[config.mk]
export PLATFORM = sky130hd
export DESIGN_NAME = mem_resp_tracker
export DESIGN_NICKNAME = d
export VERILOG_FILES = /design/src/rtl/mem_resp_tracker.sv
export SDC_FILE = /design/constraint.sdc
export NUM_CORES = 1
export LEC_CHECK = 0
export ABC_AREA = 1
export CORE_MARGIN = 2
export CORE_UTILIZATION = 46
export CTS_CLUSTER_DIAMETER = 60
export DETAILED_ROUTE_END_ITERATION = 16
export PLACE_DENSITY = 0.88
export SLEW_MARGIN = 20
export SYNTH_ARGS = -nofsm -noshare
export SYNTH_HDL_FRONTEND = slang
export SYNTH_SLANG_ARGS = --single-unit
[constraint.sdc]
create_clock -name clk -period 2.2 [get_ports clk]
set_input_delay 0.22 -clock clk [delete_from_list [all_inputs] [get_ports clk]]
set_output_delay 0.22 -clock clk [all_outputs]
set_load 0.005 [all_outputs]
[src/rtl/mem_resp_tracker.sv]
// MEM-stage handshake controller: waits for in-order cache data_ok, holds load
// data under WB back-pressure and drops responses owed to flushed requests.
module mem_resp_tracker #(
    parameter int DATA_W          = 32,
    parameter int MAX_OUTSTANDING = 4,
    parameter int CNT_W           = $clog2(MAX_OUTSTANDING + 1)
) (
    input  logic              clk,
    input  logic              rst_n,
    input  logic              next_allowin_i,
    input  logic              now_valid_i,
    input  logic              now_mem_req_i,
    input  logic              excep_flush_i,
    input  logic              req_fire_i,
    input  logic              data_ok_i,
    input  logic [DATA_W-1:0] rdata_i,
    output logic              now_allowin_o,
    output logic              now_to_next_valid_o,
    output logic [DATA_W-1:0] now_rdata_o,
    output logic              issue_allow_o,
    output logic [CNT_W-1:0]  outstanding_o,
    output logic              cancel_busy_o,
    output logic              proto_err_o
);

    logic [CNT_W-1:0]  total;
    logic [CNT_W-1:0]  cancel;
    logic [CNT_W-1:0]  total_next;
    logic              got_resp;
    logic              proto_err;
    logic [DATA_W-1:0] hold_data;

    logic dok_eff;
    logic resp_route;
    logic live_resp;
    logic stray_resp;
    logic ready_go;
    logic leave;

    // A response with nothing in flight is ignored by the counters.
    assign dok_eff    = data_ok_i & (total != '0);
    assign total_next = total + CNT_W'(req_fire_i) - CNT_W'(dok_eff);

    // Responses owed to cancelled requests drain first; a flush swallows any same-cycle response.
    assign resp_route = dok_eff & (cancel == '0) & ~excep_flush_i;
    assign live_resp  = resp_route & now_valid_i & now_mem_req_i & ~got_resp;
    assign stray_resp = resp_route & ~live_resp;

    assign ready_go = ~now_mem_req_i | got_resp | live_resp;
    assign leave    = now_to_next_valid_o & next_allowin_i;

    assign now_to_next_valid_o = now_valid_i & ready_go & ~excep_flush_i;
    assign now_allowin_o       = ~now_valid_i | (ready_go & next_allowin_i);
    assign now_rdata_o         = got_resp ? hold_data : (live_resp ? rdata_i : '0);
    assign issue_allow_o       = (total < CNT_W'(MAX_OUTSTANDING));
    assign outstanding_o       = total;
    assign cancel_busy_o       = (cancel != '0);
    assign proto_err_o         = proto_err;

    // NOTE: non-blocking assignments so every register samples pre-edge values of its neighbours.
    always_ff @(posedge clk or negedge rst_n) begin
        if (!rst_n) begin
            total     <= '0;
            cancel    <= '0;
            got_resp  <= 1'b0;
            hold_data <= '0;
            proto_err <= 1'b0;
        end else begin
            total     <= total_next;
            proto_err <= proto_err | (data_ok_i & (total == '0)) | stray_resp;
            if (excep_flush_i) begin
                // Everything still owed by the cache, including this cycle's new request, is now stale.
                cancel   <= total_next;
                got_resp <= 1'b0;
            end else begin
                if (dok_eff && (cancel != '0))
                    cancel <= cancel - CNT_W'(1);
                if (live_resp && !leave) begin
                    got_resp  <= 1'b1;
                    hold_data <= rdata_i;
                end else if (leave) begin
                    got_resp <= 1'b0;
                end
            end
        end
    end

endmodule

== Yosys cells after proc, flatten, opt, wreduce, memory -nomap -nowiden ==
Cells that the tools add are included.
W data, S select, Z words.
Word-level totals
  flip-flop bits (word level): 40
  latch bits: 0
  bits in writable memories: 0
  memory bits (read-only): 0
  input port bits: 40
  output and inout port bits: 40
  word-level logic and storage cells: 48
  memories: 0
Operators by class
  add/sub/neg operators: 3
  multipliers: 0
  divide/modulo/power cells: 0
  $lt $le $gt $ge: 1
  equal/unequal tests: 0
  shift-type cells: 0
  muxes and demuxes: 7
  bitwise operators: 22
  reduce and logical (&&, ||, !) cells: 10
Operators by type and width (number)
  $mux W32: 2
  $and A1 B1 Y1: 12
  $reduce_bool A3 Y1: 3
  $logic_not A3 Y1: 2
  $mux W3: 2
  $not A1 Y1: 5
  $or A1 B1 Y1: 5
  $add A3 B1 Y3: 1
  $lt A3 B3 Y1 const B: 1
  $mux W1: 3
  $sub A3 B1 Y3: 1
  $sub A3 B1 Y3 const B: 1
  $logic_and A1 B1 Y1: 2
  $reduce_and A2 Y1: 1
  $reduce_bool A2 Y1: 1
  $logic_not A1 Y1: 1

== Logic depth before layout (Yosys ltp) ==
Gate-level depths: netlist (run 1).
  depth in word-level cells: 15
  mapped depth: 11
  depth with buffers taken out: 11

== Worst setup path after synthesis (run 1) ==
Ideal clock, no wire load.
  path kind: register to register
  start point: reg total[1] (netlist: outstanding_o[1])
  end point: reg cancel[1]
  setup time: 0.130 ns
  arrival: 1.900 ns
  required time: 2.070 ns
  setup slack: 0.170 ns
  stages on the path, launching flop included: 11
  path buffers: 0
  clock period less this slack: 2.030 ns
  cells stage by stage: dfrtp_1 > nor2_1 > a21oi_2 > ha_1 > inv_1 > ha_1 > inv_1 > fa_1 > inv_1 > o211ai_1 > o21ai_0
Between the ends
  cells in the longest elaborated chain, start to end: 4
  elaborated cells on any way between the ends: 7
  those cells by class: add/sub: 2; mux: 1; bitwise: 1; reduce/logical: 3
Ends and longest elaborated chain
  start: declaration: line 26  | logic [CNT_W-1:0] total;
  start signal: assignment: line 69  | total <= total_next;
  parallel branches: the longest is 2 deep, another holds $add A3 B1 Y3
  $sub A3 B1 Y3 (*): line 42  | assign total_next = total + CNT_W'(req_fire_i) - CNT_W'(dok_eff);
  named net total_next[1]: line 28  | logic [CNT_W-1:0] total_next;
  $mux W3 (*): line 71  | if (excep_flush_i) begin
  end signal: assignment: line 73  | cancel <= total_next;
  end signal: assignment: line 77  | cancel <= cancel - CNT_W'(1);
  end: declaration: line 27  | logic [CNT_W-1:0] cancel;
Mark *: on every way through the listed nets, which the timed path passes.
A chain may end at the register's enable or synchronous reset.

== Worst setup path after layout (run 1) ==
  start point: reg cancel[0]
  end point: out now_rdata_o[14]
Between the ends
  cells in the longest elaborated chain, start to end: 8
Ends and longest elaborated chain
  $logic_not A3 Y1: line 45  | assign resp_route = dok_eff & (cancel == '0) & ~excep_flush_i;
  $and A1 B1 Y1 (2 in series): line 45
  $and A1 B1 Y1 (3 in series): line 46  | assign live_resp = resp_route & now_valid_i & now_mem_req_i & ~got_resp;
  $mux W32 (2 in series): line 54  | assign now_rdata_o = got_resp ? hold_data : (live_resp ? rdata_i : '0);
  end: declaration: line 19  | output logic [DATA_W-1:0] now_rdata_o,
No other way between the ends.

==> key figures, run 1 <==
Final layout
  – Nets: 404
  – Ratio of cells with drive above 1 in the final layout: 0.233
  – Area grow syn2layout: 49.4%
  – ANT cells: 0
  – Filler cell count: 430

STA
  – Max Fclk: 472 MHz
  – Final setup vio count: 0
  – Setup Skew: 6.30 ps
  – Setup TNS: 0 ps
  – RSZ-0062 raised after global routing: yes
  – Fin crit period: 2120 ps
  – Headroom to the max-slew limit: 0.400
  – Fin. Hold Viols: 0
  – Slew Viols, Final: 0
  – Worst slew pin tran: 900 ps
  – Final hold slack: 59.2 ps
  – Final Cycle Share: 0.964

Synth
  – Syn_area_per_cell: 8.98 µm²
  – Top cell type by total area after synthesis: dfrtp_1
  – Top cells by area, synth: dfrtp_1 43%, nand2_1 17%, nand3_2 13%
  – Syn Inst Count: 262
  – #FFs+latches synth: 40
  – Ys Warns: 0
  – Netlist Area Pre-Place: 2350 µm²
  – Post-synth net total: 307
  – Unique cell type count in the Yosys netlist: 28
  – Top cell types by occurrence after synthesis: 105 x nand2_1, 40 x dfrtp_1, 30 x nand3_2
  – Post-synth EDFFs: 0
  – Async SR Flop Fraction: 1.00
  – Register area share after synthesis: 0.425
  – Most frequent cell after synthesis: nand2_1
  – Top-area cell type share of the netlist area: 0.425
  – Post-synth top flop: dfrtp_1

GRT
  – Number of global-route vias before repair: 2154
  – Number of antenna violations at the first check in global routing: 0
  – GRT overflow: 0
  – Gr usage total: 0.223
  – Largest net degree at the start of global routing: 41
  – First-pass GRT wire length: 9740 µm

Pwr
  – Total power: 0.00267 W
  – Gate power share: 0.402
  – Peak supply drop: 0.000793 V
  – Clock share of power: 0.184
  – Internal: 0.00178 W
  – Switching share of total power: 0.335
  – Switching pwr: 0.000896 W
  – Leak pwr: 1.80 nW
  – PD cells: 760 nW/µm²
  – Sequential Power Share: 0.414

Run
  – Max_cap viols: 0

Placement
  – Port bufs: 79
  – HPWL Detailed: 3770 µm
  – GPL Wtd Cong: 0.810

Setup path
  – RR Endpoint: cancel[2]
  – Reg2reg path depth: 11
  – CP Data Required Time: 1980 ps
  – Critical path startpoint category: flop
  – Data arrival time of the worst path: 1900 ps
  – R2r startpoint: outstanding_o[0]
  – R2R setup slack: 100 ps
  – Worst setup EP type: output pin
  – WS Path Type: flop to output pin
  – Worst-path maximum fanout: 7

Clocking
  – CTS root buffer: clkbuf_8
  – Clock Path Buffers: 2
  – Clk Latency, worst-skew pair: 280 ps
  – CTS Hold Buffers Added: 0
  – Worst-path clk slew: 70 ps
  – TritonCTS clock tree: built
  – CTS buffer count: 5
  – CTS HTree Levels: 2
  – Clk sinks: 40

Drt
  – Routed vias: 2183
  – TritonRoute pass-1 iters: 4
  – Drt wl/cell: 14.1 µm
  – Post-Route WL: 6080 µm
  – Antenna viol nets, final: 0
  – Initial DRC count: 82
  – Drt drc: 0
  – Vias per cell: 5.08

Die
  – Die W: 75.5 µm
  – I/O pin total: 80
  – Die ar.: 5700 µm²
  – Core Region: 5010 µm²
  – Die Y-Extent: 75.5 µm
  – Initial core utilization: 0.470
  – Row cnt: 26

Hold path
  – Hold Crit Class: input pin to async pin

Run status
  – Outcome: finished clean
[cell type report]
class,instances,area [µm²],share of cell area
Multi-Input combinational cell,189,1210,0.345
Timing Repair Buffer,106,1050,0.299
Sequential cell,40,1000,0.285
Clock buffer,8,90.1,0.0256
Tap cell,70,87.6,0.0249
Inverter,17,72.6,0.0206
[through the flow]
step                      setup WS, ps  cell area [µm²]   util  cells
final                             79.8             3520  0.702    430
after global routing             -42.6             3520  0.702    430
after CTS                         48.9             3470  0.693    427
after detailed placement          -211             3260  0.650    411
after global placement            -119             3260  0.650    411
after floorplan                    170             2350      -    262
[power by group through the flow]
stage | combinational (W) | clock [W] | sequential [W]
global placement | 0.000869 | 0 | 0.00109
detailed placement | 0.000907 | 0 | 0.00110
CTS | 0.000968 | 0.000509 | 0.00109
global route | 0.00120 | 0.000546 | 0.00113
floorplan | 0.000500 | 0 | 0.00108
finish | 0.00107 | 0.000492 | 0.00111
[critical path, cell delays in order (launching register included)]
cell and delay (ps):
dfrtp_1 410, inv_2 90, ha_4 150, nand3_4 90, nor2_4 110, nand2_4 80
inv_8 90, bufbuf_16 260, a22o_1 120, clkdlybuf4s15_1 210
[what timing repair did]
action / CTS / global route
resized for setup: 42 / 14
gates cloned: 3 / 0
endpoints found under the setup margin: 34 / 10
pin swaps: 0 / 3
setup buffers: 5 / 3
[state kept, by name, indices dropped and copies added (netlist names)]
register and cells:
got_resp 1, hold_data 32, proto_err_o 1, cancel 3, outstanding_o 3
[worst max-delay path by stage]
stage | from | cells past startpoint | endpoint | slack, ps
2_1_floorplan | outstanding_o[1] | 10 | cancel[1] | 170
3_3_place_gp | data_ok_i | 11 | cancel[1] | -120
3_5_place_dp | data_ok_i | 11 | cancel[1] | -210
4_1_cts | outstanding_o[2] | 11 | cancel[2] | 50
5_1_grt | outstanding_o[0] | 11 | cancel[2] | -40
6_report | cancel[0] | 9 | now_rdata_o[14] | 80
[cells in the final DEF, fill, tap and decap left out]
master | netlist | routed
a21oi_4 | 0 | 1
nor2_2 | 2 | 2
ha_1 | 4 | 3
dfrtp_1 | 40 | 40
fa_1 | 1 | 1
o2111ai_2 | 1 | 1
clkbuf_1 | 3 | 2
xnor2_2 | 0 | 1
xnor2_1 | 2 | 1
buf_4 | 5 | 21
nand3_1 | 3 | 3
bufbuf_16 | 0 | 2
clkdlybuf4s15_1 | 0 | 5
buf_16 | 0 | 1
ha_4 | 0 | 1
inv_2 | 2 | 4
inv_8 | 0 | 1
nand3_2 | 30 | 29
a21oi_1 | 1 | 1
clkbuf_2 | 0 | 2
buf_2 | 4 | 1
dlygate4sd2_1 | 0 | 27
clkbuf_8 | 0 | 6
o21ai_0 | 6 | 5
a211o_1 | 1 | 1
buf_12 | 0 | 3
nor2_4 | 1 | 2
nand3_4 | 2 | 3
nand2_4 | 2 | 2
xor2_1 | 1 | 1
o21ai_1 | 0 | 1
o211ai_1 | 1 | 1
a22o_1 | 23 | 23
inv_1 | 13 | 11
nor2_1 | 2 | 1
clkdlybuf4s50_1 | 0 | 44
clkinv_2 | 1 | 1
nand2_1 | 105 | 105
[per-layer routing]
metal  GRT usage  up-vias  part of all wire
met5           0        -                 0
met4      0.0546        0             0.012
met3      0.0463       10             0.041
met2       0.408       69              0.53
met1       0.269     1054              0.41
li1            -     1050                 -
[logic make-up after synthesis]
kind of cell,count (synthesis),synth area share
compound gates,34,0.117
xor+xnor,3,0.0112
fa+ha+maj,5,0.0298
buf+inv,33,0.0771
flops,40,0.425
simple gates,147,0.339
(Power assumes the default switching activity.)
==> run 2: changes to the inputs <==
Settings changed: CORE_UTILIZATION 46 to 47, CTS_BUF_LIST from default to sky130_fd_sc_hd__clkbuf_2, PLACE_DENSITY 0.88 to 0.89.
==> run 2 against run 1 <==
Net effect: routed wire length rose by 4.1%; global-route usage increased by 0.88 points; largest cell class unchanged; via count is 1.8% higher; critical path type unchanged; fmax fell by 2.0%; non-clock buffer count increased by 6; utilization grew 1.9 points; highest routed layer unchanged; combinational power about the same; largest power group unchanged; critical path depth up 3.
==> key figures, run 2 (same netlist as run 1, synthesis figures left out) <==
Run status
  – Outcome: finished clean

STA
  – Worst slew pin tran: 931 ps (+31.7 ps)
  – Max Fclk: 462 MHz (-2.0%)
  – Final worst slack: 37.0 ps (-42.8 ps)
  – Headroom to the max-slew limit: 0.379 (-0.0212)
  – Final Cycle Share: 0.983 (+0.0195)
  – Slew Viols, Final: 0 (unchanged)
  – RSZ-0062 raised after global routing: yes
  – Fin. Hold Viols: 0 (unchanged)
  – Setup Skew: 21.3 ps (+15.0 ps)
  – Fin crit period: 2160 ps (+42.8 ps)
  – Final setup vio count: 0 (unchanged)

Final layout
  – Ratio of cells with drive above 1 in the final layout: 0.331 (+0.0973)
  – Cell area after layout: 3450 µm² (-1.9%)
  – Nets: 410 (+1.5%)
  – Commonest non-fill, non-tap cell in the layout: nand2_1
  – Area grow syn2layout: 46.6%
  – Multi-input logic area: 1220 µm² (+0.41%)
  – Max FFs per register: 32 (unchanged)
  – Commonest cells after routing, fill and taps aside: 102 x nand2_1, 44 x clkdlybuf4s50_1, 40 x dfrtp_1, 29 x nand3_2, 26 x clkbuf_2
  – FF/Latch Area: 1000 µm² (unchanged)
  – Largest Register: hold_data
  – ANT cells: 0 (unchanged)
  – Filler cell count: 378 (-12%)

GRT
  – GRT overflow: 0 (unchanged)
  – First-pass GRT wire length: 10000 µm (+2.6%)
  – Number of global-route vias before repair: 2192 (+1.8%)
  – Largest net degree at the start of global routing: 41 (unchanged)
  – Gr usage total: 0.232 (+0.00876)
  – Number of antenna violations at the first check in global routing: 0 (unchanged)

Pwr
  – Internal: 0.00161 W (-9.3%)
  – Peak supply drop: 0.000811 V (+2.3%)
  – Sequential Power Share: 0.440 (+0.026)
  – Leak pwr: 1.74 nW (-3.4%)
  – Clock share of power: 0.128 (-0.056)
  – Switching share of total power: 0.355 (+0.0199)
  – Switching pwr: 0.000888 W (-0.95%)
  – Gate power share: 0.432 (+0.030)
  – PD cells: 725 nW/µm² (-4.7%)

Clocking
  – CTS root buffer: clkbuf_2
  – TritonCTS clock tree: built
  – Clock Path Buffers: 2 (unchanged)
  – Clk Latency, worst-skew pair: 390 ps (+110 ps)
  – Clk sinks: 40 (unchanged)
  – CTS buffer count: 5 (unchanged)
  – CTS HTree Levels: 2 (unchanged)
  – Worst-path clk slew: 200 ps (+130 ps)

Die
  – Row cnt: 25 (-3.8%)
  – Die Y-Extent: 74.8 µm (-1.0%)
  – Initial core utilization: 0.492 (+0.0220)
  – I/O pin total: 80 (unchanged)
  – Die W: 74.8 µm (-1.0%)
  – Die ar.: 5590 µm² (-2.0%)
  – Core Region: 4790 µm² (-4.5%)

Setup path
  – CP Data Required Time: 1980 ps (about the same)
  – Largest delay share family, worst path: buffers and inverters
  – R2R setup slack: 80 ps (-20 ps)
  – Critical path startpoint category: flop
  – CP max stage delay: 430 ps (+20 ps)
  – Crit path cell chain: inv_2 -> ha_4 -> nand3_4 -> nor2_4 -> nand2_4 -> inv_8 -> buf_8 -> buf_8 -> buf_12 -> nand2_1 -> nand2_1 -> buf_2
  – Worst-path maximum fanout: 8 (+1)
  – Crit-path slowest cell: dfrtp_1
  – Worst setup EP type: output pin
  – WS Path Type: flop to output pin
  – Data arrival time of the worst path: 1940 ps (+40 ps)
  – CP bufs+invs: 6 (+2)

Placement
  – HPWL Detailed: 4000 µm (+6.1%)
  – Port bufs: 79 (unchanged)
  – Placed inst area: 3270 µm² (+0.27%)
  – Pre-CTS setup slack: -218 ps (-6.20 ps)
  – GPL Wtd Cong: 0.838 (+3.5%)

Drt
  – Vias per cell: 5.13 (+1.1%)
  – Antenna viol nets, final: 0 (unchanged)
  – Initial DRC count: 147 (+79%)
  – Routed vias: 2222 (+1.8%)
  – TritonRoute pass-1 iters: 4 (unchanged)
  – Post-Route WL: 6330 µm (+4.1%)
  – Drt wl/cell: 14.6 µm (+3.4%)
  – Drt drc: 0 (unchanged)

Run
  – Max_cap viols: 0 (unchanged)

Hold path
  – Hold Crit Class: input pin to flop
==> run 2: cell count changes in the layout (fill, tap and decap cells not counted), sizes merged <==
cell         before  now
clkbuf           10   27
clkinv            1    2
bufbuf            2    1
buf              26   40
dlygate4sd3       0    1
dlygate4sd2      27    1
==> run 2: what timing repair did <==
action / 4_1_cts / 5_1_grt
hold buffers: 1 / 0
cloned: 2 / 1
resized for setup: 80 / 46
hold endpoints to repair: 40 / 0
setup buffers: 12 / 3
endpoints found under the setup margin: 34 / 36
pin swaps: 4 / 4
==> run 2: layout make-up <==
cell class                      instances  area share
Clock buffer                            7      0.0102
Clock inverter                          1     0.00109
Inverter                               17      0.0210
Multi-Input combinational cell        189       0.353
Tap cell                               67      0.0243
Sequential cell                        40       0.290
Timing Repair Buffer                  112       0.300
==> run 2: path summary, 6_finish.rpt <==
kind                              endpoint  cells past startpoint             start
min                           hold_data[8]                      3        rdata_i[8]
max reg2reg                      cancel[1]                     10  outstanding_o[2]
min reg2reg                   hold_data[4]                      2      hold_data[4]
max in group asynchronous    hold_data[27]                      2             rst_n
max                        now_rdata_o[23]                     12         cancel[0]
min in group asynchronous    hold_data[12]                      2             rst_n
==> run 2: through the flow <==
step           TNS [ps]  std cells   util  hold slack [ps]  total power (W)
4_1_cts            -233        431  0.726              361          0.00245
3_5_place_dp       -696        408  0.683              406          0.00203
6_report              0        433  0.721              385          0.00250
5_1_grt            -304        433  0.721              350          0.00268
3_3_place_gp       -337        408  0.683              392          0.00196
2_1_floorplan         0        262      -            -75.6          0.00158
==> run 2: worst register-to-register path: cells and delay by family (launching register included) <==
family                     cells  cell delay, ps
adders and majority gates      3             900
AOI/OAI and AO/OA              3             440
buffers and inverters          4             240
DFF                            1             460
==> run 2: metal layers <==
layer	track usage	vias to the layer above	share of wire
met5	0	-	0
met3	0.0522	10	0.055
li1	-	1063	-
met1	0.293	1082	0.41
met2	0.403	67	0.52
met4	0.0635	0	0.013
==> run 2: power groups by stage <==
stage | clock network (W) | registers (W) | logic (W)
floorplan | 0 | 0.00108 | 0.000500
global placement | 0 | 0.00109 | 0.000871
detailed placement | 0 | 0.00111 | 0.000923
CTS | 0.000333 | 0.00109 | 0.00102
global route | 0.000362 | 0.00112 | 0.00119
finish | 0.000319 | 0.00110 | 0.00108
==> run 3: changes to the inputs <==
Settings changed: CORE_MARGIN 2 to default.
==> run 3 against run 2 <==
Net effect: clock power shrank 6.9%; non-clock buffer count is 3 higher; clock skew fell by 3.5 ps; largest power group is now combinational logic.
==> key figures, run 3 (same netlist as run 1, synthesis figures left out) <==
Final layout
  – Nets: 413 (+0.73%)
  – Max FFs per register: 32 (unchanged)
  – Commonest non-fill, non-tap cell in the layout: nand2_1
  – Filler cell count: 384 (+1.6%)
  – FF/Latch Area: 1000 µm² (unchanged)
  – Final Core Density: 0.725 (+0.00418)
  – Layout Cells excl Fill: 435 (+0.46%)
  – Multi-input logic area: 1230 µm² (+0.82%)
  – Ratio of cells with drive above 1 in the final layout: 0.318 (-0.0127)
  – Area grow syn2layout: 47.4%
  – Commonest cells after routing, fill and taps aside: 105 x nand2_1, 44 x clkdlybuf4s50_1, 40 x dfrtp_1, 29 x nand3_2, 26 x buf_4
  – Largest Register: hold_data
  – ANT cells: 0 (unchanged)
  – Cell area after layout: 3470 µm² (+0.58%)

Pwr
  – Total power: 0.00258 W (+3.2%)
  – Leak pwr: 1.77 nW (+1.6%)
  – Switching share of total power: 0.359 (+0.00371)
  – PD cells: 744 nW/µm² (+2.6%)
  – Peak supply drop: 0.000793 V (-2.3%)
  – Sequential Power Share: 0.427 (-0.013)
  – Internal: 0.00165 W (+2.6%)
  – Gate power share: 0.458 (+0.026)
  – Switching pwr: 0.000926 W (+4.3%)
  – Clock share of power: 0.115 (-0.013)

Setup path
  – WS Path Type: flop to flop
  – Critical path startpoint category: flop
  – CP Data Required Time: 2480 ps (+500 ps)
  – Critical path launch point: outstanding_o[1]
  – Crit path cell chain: nor2_2 -> a21oi_2 -> buf_4 -> ha_4 -> inv_2 -> ha_4 -> inv_2 -> fa_2 -> inv_2 -> o211ai_1 -> o21ai_1
  – Largest delay share family, worst path: adder cells
  – Cell mode on critical path: inv_2
  – Data arrival time of the worst path: 2450 ps (+510 ps)
  – Crit-path slowest cell: fa_2
  – Worst setup EP type: flop
  – CP bufs+invs: 4 (-2)
  – CP max stage delay: 560 ps (+130 ps)
  – Worst-path maximum fanout: 2 (-6)
  – R2r startpoint: outstanding_o[1]

STA
  – RSZ-0062 raised after global routing: yes
  – Slew Viols, Final: 0 (unchanged)
  – Headroom to the max-slew limit: 0.413 (+0.0338)
  – Fin. Hold Viols: 0 (unchanged)
  – Fin crit period: 2170 ps (+6.59 ps)
  – Final Cycle Share: 0.986 (+0.00300)
  – Worst slew pin tran: 881 ps (-50.7 ps)
  – Max Fclk: 461 MHz (-0.30%)
  – Setup Skew: 17.8 ps (-3.50 ps)
  – Final hold slack: 385 ps (-0.199 ps)
  – Final setup vio count: 0 (unchanged)

GRT
  – GRT overflow: 0 (unchanged)
  – First-pass GRT wire length: 10400 µm (+4.1%)
  – Number of antenna violations at the first check in global routing: 0 (unchanged)
  – Largest net degree at the start of global routing: 41 (unchanged)
  – Number of global-route vias before repair: 2208 (+0.73%)
  – Gr usage total: 0.258 (+0.0258)

Drt
  – Vias per cell: 5.08 (-1.0%)
  – TritonRoute pass-1 iters: 4 (unchanged)
  – Antenna viol nets, final: 0 (unchanged)
  – Drt wl/cell: 14.8 µm (+0.97%)
  – Initial DRC count: 86 (-41%)
  – Routed vias: 2209 (-0.59%)
  – Post-Route WL: 6420 µm (+1.4%)
  – Drt drc: 0 (unchanged)

Run status
  – Outcome: finished clean

Placement
  – HPWL Detailed: 4050 µm (+1.2%)
  – GPL Wtd Cong: 0.828 (-1.2%)
  – Inst Count DP: 410 (+0.49%)
  – Port bufs: 79 (unchanged)
  – Placed inst area: 3270 µm² (about the same)

Clocking
  – CTS buffer count: 5 (unchanged)
  – CTS root buffer: clkbuf_2
  – Worst-path clk slew: 190 ps (about the same)
  – Clk Latency, worst-skew pair: 390 ps (about the same)
  – CTS HTree Levels: 2 (unchanged)
  – Clk sinks: 40 (unchanged)
  – Clock Path Buffers: 2 (unchanged)
  – TritonCTS clock tree: built

Die
  – Die Y-Extent: 72.8 µm (-2.7%)
  – Row cnt: 25 (unchanged)
  – I/O pin total: 80 (unchanged)
  – Die ar.: 5290 µm² (-5.3%)
  – Core Region: 4790 µm² (unchanged)
  – Initial core utilization: 0.492 (unchanged)
  – Die W: 72.8 µm (-2.7%)

Hold path
  – Hold Crit Class: input pin to flop
  – Hold Path Origin: rdata_i[24]

Run
  – Max_cap viols: 0 (unchanged)
==> run 3: repair_timing <==
action,4_1_cts,5_1_grt
setup buffers,13,2
pin swaps,6,10
setup endpoints to repair,34,35
resized for setup,92,24
cloned,4,0
hold endpoints to repair,40,0
hold buffers,1,0
==> run 3: through the flow <==
step                worst slack, ps  TNS [ps]
finish                         30.4         0
global route                  -66.7     -96.0
CTS                            -100      -312
detailed placement            -74.0      -497
global placement              -24.3     -51.9
floorplan                       170         0
==> run 3: worst register-to-register path: cells and delay by family, from the launching register on <==
| family | cells | cell delay, ps |
|---|---|---|
| adder cells (fa/ha/maj) | 3 | 900 |
| flip-flops | 1 | 440 |
| AO/OA/AOI/OAI | 3 | 310 |
| buffers and inverters | 4 | 280 |
| AND/OR/NAND/NOR | 1 | 160 |
==> run 3: metal layers <==
metal	global-route usage	vias to the layer above	wire [µm]
li1	-	1069	-
met1	0.314	1055	2660
met2	0.464	68	3350
met3	0.0497	17	278
met4	0.0741	0	130
met5	0	-	0
==> run 3: path summary, 6_finish.rpt <==
kind / to / slack [ps] / depth (start not counted)
worst max-delay path: cancel[1] / 30 / 11
min in group asynchronous: proto_err_o / 460 / 2
worst min-delay path: hold_data[24] / 380 / 3
worst max register to register: cancel[1] / 30 / 11
worst min register to register: proto_err_o / 500 / 1
max in group asynchronous: hold_data[17] / 1190 / 2
==> run 3: cell type report <==
| cell class | instances | area share |
|---|---|---|
| clock buffers | 5 | 0.00721 |
| clock inverters | 2 | 0.00216 |
| inverters | 17 | 0.0209 |
| multi-input cells | 189 | 0.354 |
| flip-flops and latches | 40 | 0.288 |
| well taps | 67 | 0.0242 |
| repair buffers | 115 | 0.303 |
==> run 3: power by group through the flow <==
stage	sequential (W)	combinational [W]	clock, W
floorplan	0.00108	0.000500	0
global placement	0.00109	0.000876	0
detailed placement	0.00111	0.000932	0
CTS	0.00110	0.00105	0.000301
global route	0.00112	0.00130	0.000331
finish	0.00110	0.00118	0.000297
